File: src/rtl/circular_queue.sv
// In-order instruction queue: circular FIFO of decoded-instruction records between decode and dispatch.
// Optional simulation trace of accepted/rejected requests when CIRCULAR_QUEUE_DEBUG_EN is defined.
module circular_queue #(
   parameter int queueIndexBits          = 3,
   parameter int addressWidth            = 64,
   parameter int opcodeSize              = 12,
   parameter int funcUnitCodeSize        = 3,
   parameter int instructionCounterWidth = 64,
   parameter int instMinIdWidth          = 7,
   parameter int PidSize                 = 20,
   parameter int TidSize                 = 16,
   parameter int regAccessPatternSize    = 2
) (
   input  logic                                  clock_i,
   input  logic                                  reset_i,
   input  logic                                  writeEnable_i,
   input  logic [0:24]                           instFormat_i,
   input  logic [0:opcodeSize-1]                 opcode_i,
   input  logic [0:addressWidth-1]               address_i,
   input  logic [0:funcUnitCodeSize-1]           funcUnitType_i,
   input  logic [0:instructionCounterWidth-1]    majID_i,
   input  logic [0:instMinIdWidth-1]             minID_i,
   input  logic                                  is64Bit_i,
   input  logic [0:PidSize-1]                    pid_i,
   input  logic [0:TidSize-1]                    tid_i,
   input  logic [0:regAccessPatternSize*4-1]     operandRW_i,
   input  logic [0:3]                            operandIsReg_i,
   input  logic [0:83]                           body_i,
   input  logic                                  readEnable_i,
   output logic [0:24]                           instFormat_o,
   output logic [0:opcodeSize-1]                 opcode_o,
   output logic [0:addressWidth-1]               address_o,
   output logic [0:funcUnitCodeSize-1]           funcUnitType_o,
   output logic [0:instructionCounterWidth-1]    majID_o,
   output logic [0:instMinIdWidth-1]             minID_o,
   output logic                                  is64Bit_o,
   output logic [0:PidSize-1]                    pid_o,
   output logic [0:TidSize-1]                    tid_o,
   output logic [0:regAccessPatternSize*4-1]     operandRW_o,
   output logic [0:3]                            operandIsReg_o,
   output logic [0:83]                           body_o,
   output logic [queueIndexBits-1:0]             head_o,
   output logic [queueIndexBits-1:0]             tail_o,
   output logic                                  isEmpty_o,
   output logic                                  isFull_o
);

   localparam int depth       = 2 ** queueIndexBits;
   localparam int recordWidth = 25 + opcodeSize + addressWidth + funcUnitCodeSize
                              + instructionCounterWidth + instMinIdWidth + 1 + PidSize
                              + TidSize + regAccessPatternSize*4 + 4 + 84;
   localparam logic [queueIndexBits:0] fullCount = {1'b1, {queueIndexBits{1'b0}}};

   logic [recordWidth-1:0]  storage [depth];
   logic [recordWidth-1:0]  inRecord;
   logic [recordWidth-1:0]  outRecord;
   logic [queueIndexBits-1:0] head;
   logic [queueIndexBits-1:0] tail;
   logic [queueIndexBits:0]   count;
   logic                      doWrite;
   logic                      doRead;

   assign inRecord = {instFormat_i, opcode_i, address_i, funcUnitType_i, majID_i, minID_i,
                      is64Bit_i, pid_i, tid_i, operandRW_i, operandIsReg_i, body_i};

   assign {instFormat_o, opcode_o, address_o, funcUnitType_o, majID_o, minID_o,
           is64Bit_o, pid_o, tid_o, operandRW_o, operandIsReg_o, body_o} = outRecord;

   // Flags come from the registered count, so a full queue rejects a write even when a read drains it this cycle.
   assign isEmpty_o = (count == '0);
   assign isFull_o  = (count == fullCount);
   assign doWrite   = writeEnable_i && !isFull_o;
   assign doRead    = readEnable_i && !isEmpty_o;
   assign head_o    = head;
   assign tail_o    = tail;

   always_ff @(posedge clock_i) begin
      if (reset_i) begin
         head      <= '0;
         tail      <= '0;
         count     <= '0;
         outRecord <= '0;
      end else begin
         // NOTE: non-blocking assignments keep every register sampling pre-edge values, so the
         // read of storage[head] below never sees a write landing in the same cycle.
         if (doWrite) tail <= tail + 1'b1;
         if (doRead) begin
            head      <= head + 1'b1;
            outRecord <= storage[head];
         end
         case ({doWrite, doRead})
            2'b10:   count <= count + 1'b1;
            2'b01:   count <= count - 1'b1;
            default: count <= count;
         endcase
      end
   end

   // NOTE: the record array has no reset; head/tail/count define which entries are valid,
   // and leaving it out lets the array map onto plain RAM.
   always_ff @(posedge clock_i) begin
      if (!reset_i && doWrite) storage[tail] <= inRecord;
   end

`ifdef CIRCULAR_QUEUE_DEBUG_EN
   localparam int minLsb = 1 + PidSize + TidSize + regAccessPatternSize*4 + 4 + 84;
   localparam int majLsb = minLsb + instMinIdWidth;
   logic [recordWidth-1:0] headRecord;
   assign headRecord = storage[head];

   always @(posedge clock_i) begin
      if (!reset_i) begin
         if (doWrite)
            $display("%t circular_queue: enq ptr=%0d majID=%0h minID=%0h", $time, tail, majID_i, minID_i);
         else if (writeEnable_i)
            $display("%t circular_queue: write rejected, queue full", $time);
         if (doRead)
            $display("%t circular_queue: deq ptr=%0d majID=%0h minID=%0h", $time, head,
                     headRecord[majLsb +: instructionCounterWidth], headRecord[minLsb +: instMinIdWidth]);
         else if (readEnable_i)
            $display("%t circular_queue: read rejected, queue empty", $time);
      end
   end
`endif

endmodule

File: config.mk
export PLATFORM = sky130hd
export DESIGN_NAME = circular_queue
export DESIGN_NICKNAME = d
export VERILOG_FILES = /design/src/rtl/circular_queue.sv
export SDC_FILE = /design/constraint.sdc
export NUM_CORES = 2
export LEC_CHECK = 0
export ABC_AREA = 1
export ABC_CLOCK_PERIOD_IN_PS = 32700
export BUFFER_PORTS_ARGS = -buffer_cell sky130_fd_sc_hd__buf_2
export CORE_UTILIZATION = 48
export DETAILED_ROUTE_END_ITERATION = 16
export GPL_TIMING_DRIVEN = 0
export PLACE_DENSITY = 0.67
export SKIP_CTS_REPAIR_TIMING = 1
export SYNTH_ARGS = -nofsm -noshare
export SYNTH_HDL_FRONTEND = slang
export SYNTH_SLANG_ARGS = --single-unit
File: constraint.sdc
create_clock -name clock_i -period 32.7 [get_ports clock_i]
set_input_delay 6.54 -clock clock_i [delete_from_list [all_inputs] [get_ports clock_i]]
set_output_delay 6.54 -clock clock_i [all_outputs]
set_load 0.01 [all_outputs]
==> out/results.tsv <==
metric	value	unit
Syn Area/Cell	10.5	sq um
CP arrival	10.54	ns
CTS tree	built	
Root Buffer	clkbuf_16	
largest cells by area after synthesis	edfxtp_1 (65%), nand2_1 (11%), nand3_1 (8.2%)	
TritonCTS Buffers	307	
Overflow after GRT	0	
FF-to-FF setup slack	28.57	ns
Post-synth EDFFs	2464	
Pre-antenna DRT Iters	6	
Synth cell types	23	
critical path class	in -> reg	
yosys warns	0	
fraction of final layout cells sized beyond drive strength 1	0.139	
Seq/Total Area, Yosys	0.703	
total track usage	0.297	
first-pass GRT wire length	521000	microns
Final period util	0.303	
share of the synthesized area in the top cell type	0.647	
residual DRC count	0	
worst path cell trace	buf_2 > inv_1 > clkbuf_1 > nand2_1 > nor3_2 > buf_6 > buf_6 > buf_6 > buf_6 > buf_4 > buf_6 > buf_8 > buf_6 > buf_6 > buf_6	
Min-Delay Path Class	reg -> reg	
vias	83600	
initial antenna violation count	175	
slowest CP cell	clkbuf_1	
Power Dens Cells	78.4	nW/um^2
net count after synthesis	11200	
WL/cell	23.4	microns
DRT antenna net count	0	
most frequent cells after synthesis	nand2_1 (3351), edfxtp_1 (2464), inv_1 (1978), nand3_1 (1880), buf_2 (398)	
most common cell in the netlist	nand2_1	
Fillers	19400	
hold path depth	4	
startpoint types	input port	
R2R cell count	16	
DIE AREA	240000	sq um
CTS Buffer Depth	4	
post-layout min period	9.92	ns
delay-heaviest family, CP	buffers and inverters	
ys flop type	edfxtp_1	
area of the mapped netlist	114000	sq um
critical hold path startpoint	outRecord[38]	
Worst slew margin	0.0899	
num rows	178	
io pins	628	
worst vdd ir	54.8	uV
Mapped Cells	10900	
Hold Vio Cnt, Final	0	
Most common cell on crit path	buf_6	
max-cap viol count	0	
slew at the pin with the worst max-slew slack	1.37	ns
CP Buf/Inv Count	13	
final setup violation count	0	
Placed Instance Area	125000	sq um
Slew Limit Fails	0	
Die H	490	microns
critical path capture point type	register	
routability cong.	0.842	
WP data required	33.32	ns
slowest cell delay on critical path	0.73	ns
Post-Layout Inst Area	135000	sq um
nets@finish	12400	
Routed WL	364000	microns
setup TNS	0	ns
reg-to-reg startpoint	count[1]	
DR vias/cell	5.37	
worst reg2reg endpoint	storage[0][240]	
H-tree lvl count	5	
HPWL after DPL	248000	microns
leakage	58.1	nW
largest area contributor in the netlist	edfxtp_1	
Hold EP	outRecord[38]	
Worst-path clk slew	0.06	ns
skew final	0.0802	ns
die width	490	microns
Synth Register Bits	2782	
clock latency on the worst-skew pair	0.95	ns
CTS Sinks	2782	
status	finished, final reports clean	
Starting Density	0.484	
Critical Path Stages	15	
RSZ-0062 raised after global routing	no	
Fmax	101	MHz
FFs w/ async S/R, synth	0	
Core Footprint	236000	sq um
port bufs	627	
pin count of the biggest net entering global routing	27	
vias in the first global route	78900	
Detailed Route Iter0 Violations	10000	
CP Max Fanout	10	
area grow syn2layout	17.7	%
-- state kept, by name, indices dropped and copies added, names as in the netlist --
signal / flops
head_o: 3
storage: 2464
count: 4
tail_o: 3
outRecord: 308
-- kinds of logic (layout without fill, tap and decap cells) --
| kind of cell | Yosys count | after routing | synth area share |
|---|---|---|---|
| AO/OA/AOI/OAI | 325 | 325 | 0.0146 |
| other | 0 | 98 | 0 |
| AND/OR/NAND/NOR | 5245 | 5245 | 0.193 |
| flip-flops | 2782 | 2782 | 0.703 |
| adder cells (fa/ha/maj) | 6 | 6 | 0.000722 |
| XOR/XNOR | 2 | 2 | 0.000153 |
| buffers and inverters | 2562 | 3958 | 0.0890 |
-- worst max path at each step --
stage,start,endpoint,slack [ns]
final,reset_i,storage[0][240],22.78
after global routing,reset_i,storage[0][238],22.72
after CTS,reset_i,storage[0][238],22.88
after detailed placement,reset_i,storage[0][238],21.92
after global placement,reset_i,storage[4][109],-20.52
after floorplan,reset_i,storage[2][0],3.65
-- placed cells by master, fill, tap and decap left out, types with 28 or more instances in the layout --
cell type / count
a21oi_1: 307
buf_1: 36
buf_12: 50
buf_2: 1025
buf_4: 28
buf_6: 137
clkbuf_1: 215
clkbuf_16: 318
clkbuf_8: 31
clkinv_1: 37
clkinv_2: 42
dfxtp_1: 318
diode_2: 98
edfxtp_1: 2464
inv_1: 1978
nand2_1: 3351
nand3_1: 1880
-- power by group --
group / leakage (nW) / internal [mW] / total [mW] / switching (mW)
combinational: 28.5 / 0.809 / 2.95 / 2.14
clock: 4.75 / 1.98 / 3.36 / 1.39
sequential: 24.9 / 4.10 / 4.23 / 0.133
-- through the flow --
stage | hold WS [ns] | worst slack, ns | utilization | cells | power, mW
after floorplan | 0.463 | 3.65 | - | 10900 | 5.96
after global placement | 0.476 | -20.52 | 0.514 | 14700 | 7.22
after detailed placement | 0.492 | 21.92 | 0.528 | 14900 | 7.20
after CTS | 0.507 | 22.88 | 0.569 | 15500 | 10.5
after global routing | 0.532 | 22.72 | 0.569 | 15500 | 11.0
final | 0.510 | 22.78 | 0.570 | 15600 | 10.5
-- per-layer routing --
layer,track usage,vias to the layer above,part of all wire
met3,0.0810,987,0.12
li1,-,37800,-
met2,0.451,4936,0.45
met4,0.176,94,0.057
met1,0.382,39800,0.37
met5,0,-,0.0016
-- area by class of cell --
class	instances	area (sq um)	share of cell area
Antenna cell	98	245	0.00182
Buffer	581	2740	0.0204
Clock buffer	434	8700	0.0647
Clock inverter	108	965	0.00717
Inverter	1981	7440	0.0553
Multi-Input combinational cell	5578	23900	0.177
Sequential cell	2782	80400	0.597
Tap cell	3150	3940	0.0293
Timing Repair Buffer	854	6310	0.0469
-- worst register-to-register path: stages, from the launching register on --
cell and delay, ns:
dfxtp_1 0.39, nor2_1 0.07, nand3_1 0.18, nand2_1 0.22, inv_1 0.17, nand2_1 0.19, nor3_2 0.67, buf_6 0.26
buf_6 0.18, buf_6 0.20, buf_6 0.20, buf_4 0.23, buf_6 0.21, buf_8 0.17, buf_6 0.17, buf_6 0.17
buf_6 0.15
Power figures use the tool's default switching activity.
